**src/rtl/morse_tx_queue.sv**
```systemverilog
// Queued Morse keyer for letters A-Z: a small letter FIFO feeds a pattern
// serialiser that keys one element per TICK_DIV-cycle unit, then a LETTER_GAP pause.
module morse_tx_queue #(
  parameter int TICK_DIV   = 25000000,
  parameter int FIFO_DEPTH = 4,
  parameter int LETTER_GAP = 3
) (
  input  logic       clock,
  input  logic       reset,
  input  logic       in_valid,
  input  logic [4:0] in_letter,
  output logic       in_ready,
  input  logic       abort,
  output logic       dot_dash_out,
  output logic       new_bit_out,
  output logic       busy,
  output logic       invalid_pulse
);

  localparam int TW = (TICK_DIV > 1) ? $clog2(TICK_DIV) : 1;
  localparam int AW = (FIFO_DEPTH > 1) ? $clog2(FIFO_DEPTH) : 1;
  localparam int GW = (LETTER_GAP > 0) ? $clog2(LETTER_GAP + 1) : 1;
  localparam logic [TW-1:0] TICK_MAX = TW'(TICK_DIV - 1);
  localparam logic [GW-1:0] GAP_INIT = GW'(LETTER_GAP - 1);
  localparam logic [AW:0]   DEPTH    = (AW+1)'(FIFO_DEPTH);

  typedef struct packed {
    logic [15:0] bits;
    logic [3:0]  len;
  } pat_t;

  typedef enum logic [1:0] {IDLE, SEND, GAP} state_t;

  state_t                     state;
  logic [FIFO_DEPTH-1:0][4:0] mem;
  logic [AW-1:0]              wr_ptr, rd_ptr;
  logic [AW:0]                count;
  logic [15:0]                shreg;
  logic [3:0]                 rem;
  logic [TW-1:0]              tick;
  logic [GW-1:0]              gap_left;
  logic                       push_hs, push_store, pop;
  pat_t                       head;

  // Patterns are written right-aligned with their length, then left-aligned here.
  function automatic pat_t lookup(input logic [4:0] c);
    logic [15:0] raw;
    logic [3:0]  l;
    pat_t        p;
    raw = 16'b0;
    l   = 4'd1;
    case (c)
      5'd0:  begin raw = 16'b10111;         l = 4'd5;  end
      5'd1:  begin raw = 16'b111010101;     l = 4'd9;  end
      5'd2:  begin raw = 16'b11101011101;   l = 4'd11; end
      5'd3:  begin raw = 16'b1110101;       l = 4'd7;  end
      5'd4:  begin raw = 16'b1;             l = 4'd1;  end
      5'd5:  begin raw = 16'b101011101;     l = 4'd9;  end
      5'd6:  begin raw = 16'b111011101;     l = 4'd9;  end
      5'd7:  begin raw = 16'b1010101;       l = 4'd7;  end
      5'd8:  begin raw = 16'b101;           l = 4'd3;  end
      5'd9:  begin raw = 16'b1011101110111; l = 4'd13; end
      5'd10: begin raw = 16'b111010111;     l = 4'd9;  end
      5'd11: begin raw = 16'b101110101;     l = 4'd9;  end
      5'd12: begin raw = 16'b1110111;       l = 4'd7;  end
      5'd13: begin raw = 16'b11101;         l = 4'd5;  end
      5'd14: begin raw = 16'b11101110111;   l = 4'd11; end
      5'd15: begin raw = 16'b10111011101;   l = 4'd11; end
      5'd16: begin raw = 16'b1110111010111; l = 4'd13; end
      5'd17: begin raw = 16'b1011101;       l = 4'd7;  end
      5'd18: begin raw = 16'b10101;         l = 4'd5;  end
      5'd19: begin raw = 16'b111;           l = 4'd3;  end
      5'd20: begin raw = 16'b1010111;       l = 4'd7;  end
      5'd21: begin raw = 16'b101010111;     l = 4'd9;  end
      5'd22: begin raw = 16'b101110111;     l = 4'd9;  end
      5'd23: begin raw = 16'b11101010111;   l = 4'd11; end
      5'd24: begin raw = 16'b1110101110111; l = 4'd13; end
      5'd25: begin raw = 16'b11101110101;   l = 4'd11; end
      default: begin raw = 16'b0;           l = 4'd1;  end
    endcase
    p.bits = raw << (5'd16 - {1'b0, l});
    p.len  = l;
    return p;
  endfunction

  assign in_ready   = (count < DEPTH);
  assign push_hs    = in_valid && in_ready;
  assign push_store = push_hs && !abort && (in_letter < 5'd26);
  assign pop        = (state == IDLE) && (count != '0) && !abort;
  assign head       = lookup(mem[rd_ptr]);

  always_ff @(posedge clock) begin
    if (push_store) mem[wr_ptr] <= in_letter;
  end

  always_ff @(posedge clock) begin
    if (reset || abort) begin
      wr_ptr <= '0;
      rd_ptr <= '0;
      count  <= '0;
    end else begin
      if (push_store) wr_ptr <= wr_ptr + 1'b1;
      if (pop)        rd_ptr <= rd_ptr + 1'b1;
      count <= count + (AW+1)'(push_store) - (AW+1)'(pop);
    end
  end

  // Abort does not clear a pending invalid indication; only reset does.
  always_ff @(posedge clock) begin
    if (reset) invalid_pulse <= 1'b0;
    else       invalid_pulse <= push_hs && (in_letter > 5'd25);
  end

  always_ff @(posedge clock) begin
    if (reset || abort) begin
      state        <= IDLE;
      shreg        <= '0;
      rem          <= '0;
      tick         <= '0;
      gap_left     <= '0;
      dot_dash_out <= 1'b0;
      new_bit_out  <= 1'b0;
      busy         <= 1'b0;
    end else begin
      case (state)
        IDLE: begin
          tick         <= '0;
          dot_dash_out <= 1'b0;
          new_bit_out  <= 1'b0;
          if (count != '0) begin
            shreg        <= head.bits;
            rem          <= head.len;
            dot_dash_out <= head.bits[15];
            new_bit_out  <= 1'b1;
            busy         <= 1'b1;
            state        <= SEND;
          end
        end
        SEND: begin
          if (tick == TICK_MAX) begin
            tick        <= '0;
            new_bit_out <= 1'b1;
            if (rem == 4'd1) begin
              dot_dash_out <= 1'b0;
              gap_left     <= GAP_INIT;
              state        <= GAP;
            end else begin
              shreg        <= {shreg[14:0], 1'b0};
              rem          <= rem - 4'd1;
              dot_dash_out <= shreg[14];
            end
          end else begin
            tick        <= tick + 1'b1;
            new_bit_out <= 1'b0;
          end
        end
        GAP: begin
          dot_dash_out <= 1'b0;
          if (tick == TICK_MAX) begin
            tick <= '0;
            if (gap_left == '0) begin
              new_bit_out <= 1'b0;
              busy        <= 1'b0;
              state       <= IDLE;
            end else begin
              gap_left    <= gap_left - 1'b1;
              new_bit_out <= 1'b1;
            end
          end else begin
            tick        <= tick + 1'b1;
            new_bit_out <= 1'b0;
          end
        end
        default: state <= IDLE;
      endcase
    end
  end

endmodule

```
**config.mk**
```make
export PLATFORM = sky130hd
export DESIGN_NAME = morse_tx_queue
export DESIGN_NICKNAME = d
export VERILOG_FILES = /design/src/rtl/morse_tx_queue.sv
export SDC_FILE = /design/constraint.sdc
export NUM_CORES = 1
export LEC_CHECK = 0
export ABC_AREA = 0
export BUFFER_PORTS_ARGS = -buffer_cell sky130_fd_sc_hd__buf_2
export CAP_MARGIN = 20
export CELL_PAD_IN_SITES_DETAIL_PLACEMENT = 1
export CELL_PAD_IN_SITES_GLOBAL_PLACEMENT = 1
export CORE_ASPECT_RATIO = 2
export CORE_MARGIN = 1.5
export CORE_UTILIZATION = 40
export DETAILED_ROUTE_END_ITERATION = 12
export PLACE_DENSITY = 0.76
export SLEW_MARGIN = 10
export SYNTH_ARGS = -nofsm -noshare
export SYNTH_HDL_FRONTEND = slang
export SYNTH_SLANG_ARGS = --single-unit
```
**constraint.sdc**
```tcl
create_clock -name clock -period 5.13 [get_ports clock]
set_clock_uncertainty 0.05 [all_clocks]
set_input_delay 0.7695 -clock clock [delete_from_list [all_inputs] [get_ports clock]]
set_output_delay 0.7695 -clock clock [all_outputs]
set_load 0.005 [all_outputs]
```
# After elaboration in Yosys (flattened, before gate mapping)
# Memory sizes are Yosys's and may differ from the RTL's.
# Cells that the tools add are included.
[word_totals] reg_bits=79 latch_bits=0 ramBits=0 romBits=512 word_cells=103 memories=1
[classes] n_addsub=8 mul=0 div_mod_pow=0 n_lt_le_gt_ge=6 eq_ne=11 n_shift=1 muxes=37 bitwise=0 n_reduce_logical=23
[memory_table] name="(name not given)" words=32 width=16 read_ports=1 rd_ports_with_merged_regs=0 write_ports=0 line_no="52" source="case (c)"
[ops] op="$pmux W25 S2" n=1
[ops] op="$mux W15" n=3
[ops] op="$pmux W15 S2" n=1
[ops] op="$add A25 B1 Y25 const B" n=1
[ops] op="$eq A25 B25 Y1 const B" n=1
[ops] op="$mux W25" n=1
[ops] op="$bwmux W20" n=1
[ops] op="$shl A16 B5 Y16" n=1
[ops] op="$mux W2" n=7
[ops] op="$mux W4" n=3
[ops] op="$ne A2 B2 Y1 const B" n=6
[ops] op="$bmux W5 S2" n=1
[ops] op="$demux W5 S2" n=1
[ops] op="$mux W1" n=10
[ops] op="$mux W5" n=2
[ops] op="$reduce_and A5 Y1" n=2
[ops] op="$pmux W4 S2" n=1
[ops] op="$reduce_and A4 Y1" n=2
[ops] op="$reduce_bool A2 Y1" n=4
[ops] op="$logic_and A1 B1 Y1" n=7
[ops] op="$lt A2 B3 Y1 const B" n=2
[ops] op="$pmux W1 S3" n=2
[ops] op="$pmux W2 S3" n=1
[ops] op="$reduce_bool A3 Y1" n=2
[ops] op="21 further kinds" n=23

# Longest topological paths before layout
# Gate-level depths: netlist of run 1.
# An unclocked memory read counts as a cell.
[logic_depth] depth_word=7 ltp_mapped=15

# Worst setup path after synthesis of run 1
# No wires, ideal clock.
[synth_path] path_type="flip-flop to flip-flop" from="register rd_ptr[0]" to="register shreg[13]" setup_time_ps=74 arrival_time_ps=3092 required_time_ps=5006 setup_slack_ps=1914 path_stages_with_launch=15 n_path_buf=4 cell_sequence="dfxtp_1 buf_6 mux4_2 clkbuf_1 inv_1 ha_1 clkbuf_2 inv_1 mux2i_1 a221oi_1 or2_1 buf_4 mux2_4 a211o_1 a31oi_1"
[synth_between] elab_chain_len=7
[synth_lines] element="from (decl)" line_no="36" source="logic [AW-1:0] wr_ptr, rd_ptr;"
[synth_lines] element="from (signal assigned)" line_no="103" source="if (pop) rd_ptr <= rd_ptr + 1'b1;"
[synth_lines] element="$bmux W5 S2 (*)" line_no="90" source="assign head = lookup(mem[rd_ptr]);"
[synth_lines] element="$mux W5 (implied by the code) (*)" line_no="90"
[synth_lines] element="$mem_v2 Z32 W16 (*)"
[synth_lines] element="$sub A5 B4 Y5" line_no="81" source="p.bits = raw << (5'd16 - {1'b0, l});"
[synth_lines] element="$shl A16 B5 Y16 (*)" line_no="81"
[synth_lines] element="$mux W15 (*)" line_no="130" source="if (count != '0) begin"
[synth_lines] element="$pmux W15 S2 (*)" line_no="125" source="case (state)"
[synth_lines] element="to (signal assigned)" line_no="131" source="shreg <= head.bits;"
[synth_lines] element="to (signal assigned)" line_no="148" source="shreg <= {shreg[14:0], 1'b0};"
[synth_lines] element="to (decl)" line_no="38" source="logic [15:0] shreg;"
# Mark *: on every way between the ends. The rest lies on a longest branch, timed or not. The select of a mux whose other input is x is not followed.
# A chain may end at the register's enable or synchronous reset.

# Worst setup path after layout of run 1
# Same ends and word-level chain as after synthesis.

==> impl_metrics.csv, run 1 <==
group,metric,value,unit
outcome,status,"complete, no violations",
clock_tree,numCtsBuffers,9,
setup_path,crit_path_cell_trace,"mux4_2 > inv_1 > ha_1 > inv_1 > mux2i_1 > a221oi_1 > or2_1 > mux2_4 > a211o_1 > a31oi_1",
clock_tree,clockRootBuffer,"clkbuf_16",
pwr,seq_power_share,38.0,%
final_layout,area_growth,9.87,%
drt,firstDrtPassIters,5,
clock_tree,clock-sinks,78,
global_route,grt-busiest-layer,"met2",
yosys,yosys_warnings,0,
final_layout,fin_cells,691,
drt,vias,4051,
drt,drc,0,
global_route,grt_pass1_wl,22.1,mm
pwr,vdd_drop_max,0.000213,V
yosys,async_flop_share,0,%
drt,drtIter0Drc,185,
sta,period_minus_slack,3700,ps
setup_path,slowest_stage,"mux4_2",
setup_path,cp_data_arrival_time,3910,ps
yosys,yosysSeqAreaShare,36.7,%
setup_path,cp_data_required_time,5340,ps
yosys,synth-seq-cells,78,
sta,setup_viol,0,
drt,drt_wl_total,13.5,mm
yosys,synth_ff_type,"dfxtp_1",
pwr,p_per_area,328,mW/mm^2
final_layout,layout-drive-gt1-share,10.1,%
yosys,synth_cells,543,
setup_path,crit_path_max_incr_delay,730,ps
pwr,switching_power,491,uW
yosys,syn_nets,577,
drt,post_drt_wl_per_cell,19.5,um
clock_tree,clockBufferDepth,2,
sta,max_freq,271,MHz
clock_tree,post_cts_resized,0,
floorplan,die_area,0.0127,mm^2
clock_tree,cts_max_level,3,
yosys,yosys.area.top_type_share,24.2,%
setup_path,worst-path-max-fanout,16,
floorplan,start_util,41.1,%
place,dp_hpwl,10.1,mm
yosys,ys_types,70,
global_route,grtUsageMet2,44.0,%
floorplan,fp.coreArea,0.0117,mm^2
floorplan,pin_count,14,
sta,timing.setup.tns,0,ps
setup_path,cp_num_buf_inv,2,
global_route,grt_use_met1,22.4,%
global_route,grt_pass1_vias,4367,
yosys,ys_top_cells_by_count,"nor2_1, dfxtp_1, nand2_1",
sta,slew_headroom,35.1,%
pwr,power.share.switching,28.4,%
sta,finalCritPeriodShare,72.0,%
yosys,synthTopCellsByArea,"dfxtp_1, edfxtp_1, ha_1",
yosys,synth.most_common_cell,"nor2_1",
yosys,syn_area_per_cell,8.85,um^2
worst_hold_path,hold_class,"register to register",
place,io_buffers,13,
sta,rsz0062_at_grt,"no",
place,gp_congestion,0.942,
sta,final-max-slew-violation-count,0,
clock_tree,clk_latency,340,ps
pwr,power_frac_clock,43.7,%
global_route,antenna_found_initial,0,
floorplan,die_w,80.5,um
clock_tree,cts_tree,"built",
job,maxCapViolCount,0,
drt,drtAntennaViolNets,0,
setup_path,critPathCaptureType,"register",
setup_path,startpoint_type,"register",
yosys,synth_area,0.00480,mm^2
clock_tree,clk_pin_slew,70,ps
pwr,combPwrFrac,18.3,%
setup_path,critical_path_class,"register to register",
clock_tree,cts_setup_buffers,0,
drt,avgViaCountPerCell,5.86,
setup_path,critical-path-top-delay-family,"multiplexers",
pwr,p_int,1.24,mW
final_layout,layout.nets,575,
yosys,synth_edf_count,20,
yosys,synth_top_area_cell,"dfxtp_1",
pwr,p_leak,1.87,nW
final_layout,fillers,1369,
floorplan,die_h,158,um
floorplan,fp-row-count,56,
place,dp.cells,675,
global_route,grt_usage,22.8,%
setup_path,crit_top_cell,"inv_1",
sta,hold_viol,0,
global_route,grt.met3_usage,3.17,%
clock_tree,hold_buffers,0,
sta,tightest_slew,970,ps
final_layout,antenna_cells,0,
global_route,overflow,0,
global_route,grt_max_degree,34,
cells by family after synthesis:
family                   count (synthesis)  share of synthesized area, %
XOR/XNOR                                27                          4.92
buffers and inverters                   58                          5.42
multiplexers                            30                          7.79
AO/OA/AOI/OAI                          127                          18.8
AND/OR/NAND/NOR                        198                          19.7
adder cells (fa/ha/maj)                 25                          6.67
flip-flops                              78                          36.7
through the flow:
| step | instance area, um^2 | worst slack (ps) | util, % | hold slack, ps | power, mW |
|---|---|---|---|---|---|
| after global placement | 4920 | 1560 | 42.1 | 410 | 0.974 |
| after floorplan | 4800 | 1910 | - | 390 | 0.902 |
| final | 5280 | 1430 | 45.1 | 423 | 1.73 |
| after global routing | 5280 | 1170 | 45.1 | 446 | 1.79 |
| after detailed placement | 4920 | 1470 | 42.1 | 420 | 0.985 |
| after CTS | 5280 | 1430 | 45.1 | 429 | 1.74 |
per-layer routing:
metal  vias to the layer above  routed length, um
li1                       1937                  -
met1                      1991               4820
met2                        89               7750
met3                        34                308
met4                         0                590
met5                         -                  0
worst paths after layout:
path                                        startpoint                      to  slack [ps]  cells past startpoint
worst max-delay path            rd_ptr[0]$_SDFFE_PP0P_  shreg[13]$_SDFFE_PP0P_        1430                     10
worst min-delay path                 busy$_SDFFE_PP0P_       busy$_SDFFE_PP0P_         420                      2
worst max register to register  rd_ptr[0]$_SDFFE_PP0P_  shreg[13]$_SDFFE_PP0P_        1430                     10
worst min register to register       busy$_SDFFE_PP0P_       busy$_SDFFE_PP0P_         420                      2
cell usage in the layout, fill, tap and decap left out, types with 9 or more instances in the layout:
| cell | count |
|---|---|
| inv_1 | 27 |
| ha_1 | 24 |
| dfxtp_1 | 58 |
| nor2_1 | 67 |
| xnor2_1 | 14 |
| edfxtp_1 | 20 |
| o21ai_0 | 29 |
| buf_2 | 13 |
| nand2b_1 | 9 |
| xor2_1 | 13 |
| nor3_1 | 10 |
| clkbuf_16 | 9 |
| nand3_1 | 20 |
| mux2i_1 | 21 |
| nand2_1 | 42 |
| a21oi_1 | 19 |
worst min-delay path: cells and delay by family (launching register included):
family,cells,cell delay [ps]
flops,1,320
simple gates,1,60
compound gates,1,50
state kept, by name (all words and copies together), names as in the netlist, 3 cells and up:
| signal | cells |
|---|---|
| count | 3 |
| tick | 25 |
| shreg | 14 |
| rem | 4 |
| mem | 20 |
power groups by stage:
stage	Sequential (mW)	Combinational, mW	Clock, mW
floorplan	0.667	0.236	0
global placement	0.670	0.304	0
detailed placement	0.671	0.314	0
CTS	0.658	0.316	0.765
global route	0.659	0.348	0.788
finish	0.658	0.317	0.755
layout make-up:
class | instances | area (um^2) | share of cell area [%]
Timing Repair Buffer | 17 | 95.1 | 1.80
Inverter | 28 | 105 | 1.99
Multi-Input combinational cell | 407 | 2780 | 52.7
Clock buffer | 9 | 225 | 4.27
Tap cell | 145 | 181 | 3.44
Sequential cell | 78 | 1760 | 33.4
Clock inverter | 7 | 128 | 2.42
No activity file was read; power rests on OpenSTA's default activity.
==> run 2, diff against run 1 <==
- ABC_AREA: 0 -> 1
- PLACE_DENSITY: 0.76 -> 0.82
- clock period: 5.13 -> 2.97 ns (I/O delays scaled with it)
==> run 2 against run 1 <==
  * Global-route usage increased by 2.0 points
  * Critical endpoint is now shreg[12]$_SDFFE_PP0P_
  * First-iteration DRC count fell by 20%
  * Non-clock buffer count is 9 higher
  * Sequential power rose by 73%
  * Clock-buffer cell count is 1 higher
  * Final area up 7.0%
  * Die area up 7.4%
  * Wire length is 22% higher
==> impl_metrics.csv, run 2 <==
group,metric,value,unit
outcome,status,"complete, no violations",
place,gp_congestion,0.964,
setup_path,critical-path-top-delay-family,"simple AND/OR/NAND/NOR gates",
final_layout,antenna_cells,0,
drt,drc,0,
pwr,power.share.switching,31.7,%
yosys,synth.most_common_cell,"nand2_1",
yosys,synth-xor-area-share,1.86,%
setup_path,critPathCaptureType,"register",
setup_path,startpoint_type,"register",
drt,drtIter0Drc,148,
final_layout,layout.nets,774,
floorplan,die_w,83.4,um
drt,drt_wl_total,16.4,mm
floorplan,fp-row-count,58,
global_route,grt_pass1_wl,26.6,mm
setup_path,cp_num_buf_inv,3,
yosys,synth_ff_type,"dfxtp_1",
yosys,ys_top_cells_by_count,"nand2_1, nand3_1, nor2_1",
clock_tree,clk_pin_slew,60,ps
pwr,p_leak,2.34,nW
sta,slew_headroom,56.0,%
floorplan,pin_count,14,
pwr,p_int,1.96,mW
sta,period_minus_slack,2780,ps
clock_tree,numCtsBuffers,9,
yosys,syn_area_per_cell,7.09,um^2
yosys,synth_edf_count,20,
final_layout,regMostFlops,"tick",
drt,firstDrtPassIters,4,
final_layout,mostFrequentLayoutCells,"nand2_1, nand3_1, nor2_1, inv_1, dfxtp_1",
final_layout,largestRegisters,"tick x25, mem x20, shreg x14",
final_layout,final_common_cell,"nand2_1",
floorplan,die_area,0.0137,mm^2
drt,avgViaCountPerCell,5.69,
global_route,grt_max_degree,21,
sta,tightest_slew,659,ps
setup_path,cp_data_required_time,3150,ps
setup_path,crit_top_cell,"nand2_1",
drt,vias,5091,
pwr,combPwrFrac,21.3,%
clock_tree,cts_tree,"built",
clock_tree,clockRootBuffer,"clkbuf_16",
yosys,synth-simple-area-share,38.2,%
setup_path,crit_path_cell_trace,"inv_2 > nand2_1 > nand3_1 > nand2_1 > ha_1 > inv_1 > nand2_1 > nand3_1 > nand2_1 > nand2_1 > nand2_2 > inv_2 > nand3_1 > nand3_1 > nand2_1 > a21oi_1 > nor2_1",
yosys,synth_top_area_cell,"dfxtp_1",
floorplan,fp.coreArea,0.0126,mm^2
pwr,switching_power,909,uW
final_layout,final_area,0.00565,mm^2
yosys,synth_area,0.00517,mm^2
place,dp_hpwl,12.8,mm
global_route,grt_pass1_vias,5616,
sta,hold_viol,0,
yosys,yosys.area.top_type_share,22.5,%
yosys,synth-adder-area-share,6.20,%
floorplan,start_util,41.2,%
clock_tree,clockBufferDepth,2,
final_layout,largest_reg_flops,25,
final_layout,area_growth,9.32,%
global_route,grt_usage,24.8,%
setup_path,slowest_stage,"dfxtp_2",
global_route,antenna_found_initial,0,
setup_path,worst-path-max-fanout,12,
floorplan,die_h,164,um
yosys,yosys_warnings,0,
sta,final-max-slew-violation-count,0,
pwr,vdd_drop_max,0.000408,V
yosys,synthTopCellsByArea,"dfxtp_1, nand2_1, edfxtp_1",
yosys,synth-compound-area-share,10.7,%
yosys,async_flop_share,0,%
pwr,p_per_area,508,mW/mm^2
place,io_buffers,13,
yosys,synthMuxAreaShare,0,%
drt,post_drt_wl_per_cell,18.3,um
yosys,synth_cells,729,
sta,finalCritPeriodShare,93.8,%
sta,setup_viol,0,
pwr,seq_power_share,39.6,%
yosys,synth-seq-cells,78,
setup_path,crit_path_max_incr_delay,380,ps
place,place_area,0.00533,mm^2
setup_path,cp_data_arrival_time,2960,ps
sta,max_freq,359,MHz
yosys,syn_nets,763,
clock_tree,cts_max_level,3,
global_route,overflow,0,
yosys,ys_types,49,
yosys,synth_top_family_by_area,"simple AND/OR/NAND/NOR gates",
worst_hold_path,hold_class,"input pin to register",
pwr,power_frac_clock,39.1,%
drt,drtAntennaViolNets,0,
yosys,yosysSeqAreaShare,34.1,%
final_layout,layout-drive-gt1-share,13.7,%
setup_path,critical_path_class,"register to register",
final_layout,final_core_util,45.0,%
clock_tree,clock-sinks,78,
job,maxCapViolCount,0,
clock_tree,clk_latency,340,ps
-- run 2: worst reg2reg max path: cells and delay by family (launching register included) --
kind	cells	cell delay, ps
adder cells (fa/ha/maj)	1	310
buffers and inverters	3	600
flip-flops	1	380
AO/OA/AOI/OAI	1	150
AND/OR/NAND/NOR	12	1180
-- run 2: through the flow --
| step | hold slack (ps) | power (mW) | instances | setup TNS [ps] | setup slack (ps) |
|---|---|---|---|---|---|
| after floorplan | 383 | 1.60 | 729 | 0 | 710 |
| after global placement | 396 | 1.73 | 879 | 0 | 216 |
| after detailed placement | 424 | 1.75 | 879 | 0 | 74.1 |
| after CTS | 235 | 2.87 | 895 | 0 | 54.5 |
| after global routing | 235 | 2.99 | 895 | -51.1 | -34.2 |
| final | 232 | 2.87 | 895 | 0 | 185 |
-- run 2: final timing paths --
path	startpoint	endpoint	slack [ps]	cells past startpoint
min	reset	invalid_pulse$_SDFF_PP0_	230	2
max	rd_ptr[0]$_SDFFE_PP0P_	shreg[12]$_SDFFE_PP0P_	190	17
max reg2reg	rd_ptr[0]$_SDFFE_PP0P_	shreg[12]$_SDFFE_PP0P_	190	17
min reg2reg	shreg[1]$_SDFFE_PP0P_	shreg[1]$_SDFFE_PP0P_	430	2
-- run 2: final cells by class --
| class | instances | area [um^2] |
|---|---|---|
| Clock buffer | 10 | 229 |
| Clock inverter | 6 | 71.3 |
| Fill cell | 1633 | 6910 |
| Inverter | 71 | 270 |
| Multi-Input combinational cell | 554 | 2970 |
| Sequential cell | 78 | 1760 |
| Tap cell | 150 | 188 |
| Timing Repair Buffer | 26 | 163 |
-- run 2: power groups by stage --
stage	combinational [mW]	sequential, mW	clock, mW
global route	0.675	1.14	1.17
global placement	0.569	1.16	0
detailed placement	0.593	1.16	0
finish	0.610	1.14	1.12
floorplan	0.448	1.15	0
CTS	0.601	1.14	1.13
-- run 2: kinds of logic (layout without fill, tap and decap cells) --
group                      count (synthesis)  in the layout
AOI/OAI and AO/OA                         98             98
DFF                                       78             78
xor gates and xnor gates                  11             11
buffers and inverters                     97            113
adders and majority gates                 25             25
and+or+nand+nor                          420            420
-- run 2: timing repair --
action,4_1_cts,5_1_grt
endpoints found under the setup margin,1,12
buffers inserted,0,0
resized for setup,1,3
hold buffers,0,0
-- run 2: per-layer routing --
layer	track usage (%)	up-vias	share of wire, %
li1	-	2431	-
met1	20.3	2475	33
met2	49.9	109	58
met3	3.32	76	2.1
met4	21.2	0	7.4
met5	0	-	0
==> run 3, diff against run 2 <==
- CORE_UTILIZATION: 40 -> 42
- PLACE_DENSITY: 0.82 -> 0.85
==> run 3 against run 2 <==
  * Non-clock buffer count fell by 3
  * Maximum frequency is 3.8% higher
  * Via count shrank 0.55%
  * Combinational power decreased by 1%
  * Total power is 1.1% lower
  * Wire length fell by 4.8%
  * Sequential share of layout area increased by 0.13 points
  * Final area shrank 0.42%
  * Final cell count decreased by 0.67%
==> impl_metrics.csv, run 3 (synthesized netlist as in run 2, its figures left out) <==
group,metric,value,unit
final_layout,fin_cells,889,
floorplan,die_area,0.0130,mm^2
global_route,grt_max_degree,20,
floorplan,die_w,81.4,um
final_layout,final_core_util,46.7,%
sta,slew_headroom,52.5,%
final_layout,fillers,1526,
place,io_buffers,13,
setup_path,critical-path-top-delay-family,"simple AND/OR/NAND/NOR gates",
sta,tightest_slew,711,ps
setup_path,reg2reg_setup_slack,290,ps
pwr,p_leak,2.34,nW
setup_path,crit_cells,15,
setup_path,reg2reg_depth,15,
pwr,p_per_area,504,mW/mm^2
setup_path,crit_top_cell,"nand2_1",
job,maxCapViolCount,0,
clock_tree,clk_latency,340,ps
final_layout,final_common_cell,"nand2_1",
clock_tree,cts_tree,"built",
global_route,grt_usage,25.6,%
final_layout,antenna_cells,0,
final_layout,largest_reg_flops,25,
place,dp.cells,873,
drt,drt_wl_total,15.6,mm
drt,met2_length,8.98,mm
sta,timing.setup.tns,0,ps
sta,setup_viol,0,
global_route,grt_pass1_vias,5435,
clock_tree,clockBufferDepth,2,
pwr,vdd_drop_max,0.000360,V
final_layout,mostFrequentLayoutCells,"nand2_1, nand3_1, nor2_1, inv_1, dfxtp_1",
setup_path,startpoint_type,"register",
setup_path,cp_num_buf_inv,2,
outcome,status,"complete, no violations",
sta,hold_slack,227,ps
clock_tree,cts_setup_buffers,0,
sta,period_minus_slack,2680,ps
drt,firstDrtPassIters,4,
drt,avgViaCountPerCell,5.70,
final_layout,largestRegisters,"tick x25, mem x20, shreg x14",
sta,hold_viol,0,
setup_path,slowest_stage,"dfxtp_1",
clock_tree,clk_pin_slew,70,ps
sta,rsz0062_at_grt,"no",
drt,top_layer,"met4",
pwr,finalPower,2.84,mW
place,dp_hpwl,12.1,mm
global_route,antenna_found_initial,0,
floorplan,fp.coreArea,0.0121,mm^2
drt,drt-met1-wl,5.27,mm
setup_path,crit_path_max_incr_delay,460,ps
drt,drtIter0Drc,256,
setup_path,cp_data_required_time,3170,ps
clock_tree,hold_buffers,0,
drt,route.met3.wl,448,um
sta,finalCritPeriodShare,90.4,%
drt,drtAntennaViolNets,0,
place,gp_congestion,0.929,
final_layout,layout.nets,771,
floorplan,pin_count,14,
floorplan,fp-row-count,57,
drt,drc,0,
drt,vias,5063,
final_layout,area_growth,8.86,%
sta,final-max-slew-violation-count,0,
worst_hold_path,hold_class,"input pin to register",
setup_path,crit_path_cell_trace,"inv_4 > nand3_1 > nand2_2 > ha_1 > nand3_1 > nand3_2 > nand2_1 > nand2_1 > nand2_4 > nand2_1 > nand2_1 > inv_2 > nor2_1 > nand2_1 > a31oi_1",
global_route,overflow,0,
clock_tree,clockRootBuffer,"clkbuf_16",
setup_path,cp_data_arrival_time,2890,ps
final_layout,regMostFlops,"tick",
global_route,grt_pass1_wl,25.7,mm
setup_path,worst-path-max-fanout,17,
worst_hold_path,hold-path-cell-count,2,
clock_tree,numCtsBuffers,9,
sta,max_freq,373,MHz
clock_tree,clock-sinks,78,
floorplan,die_h,160,um
drt,post_drt_wl_per_cell,17.6,um
setup_path,critPathCaptureType,"register",
floorplan,start_util,42.9,%
setup_path,critical_path_class,"register to register",
clock_tree,cts_max_level,3,
clock_tree,post_cts_resized,0,
final_layout,layout-drive-gt1-share,13.6,%
run 3: power breakdown:
group,switching (mW),internal (mW)
Sequential,0.0185,1.12
Clock,0.504,0.595
Combinational,0.423,0.178
run 3: cell type report:
cell class	count	area (um^2)	share of cell area [%]
multi-input cells	554	2960	52.7
flip-flops and latches	78	1760	31.3
inverters	71	275	4.89
clock buffers	9	225	4.00
well taps	147	184	3.27
repair buffers	23	140	2.49
clock inverters	7	75.1	1.33
run 3: per-layer routing:
metal	global-route usage (%)	vias up
li1	-	2434
met1	23.5	2447
met2	48.5	117
met3	3.89	65
met4	16.9	0
met5	0	-
run 3: path summary, 6_finish.rpt:
path / from / end
hold / removal: reset / invalid_pulse$_SDFF_PP0_
hold reg to reg: busy$_SDFFE_PP0P_ / busy$_SDFFE_PP0P_
setup / recovery: rd_ptr[1]$_SDFFE_PP0P_ / shreg[3]$_SDFFE_PP0P_
setup reg to reg: rd_ptr[1]$_SDFFE_PP0P_ / shreg[3]$_SDFFE_PP0P_
run 3: through the flow:
step                      cell area [um^2]  worst slack, ps
after detailed placement              5300             53.0
final                                 5630              286
after CTS                             5600             10.7
after floorplan                       5170              710
after global routing                  5630             87.0
after global placement                5300              247
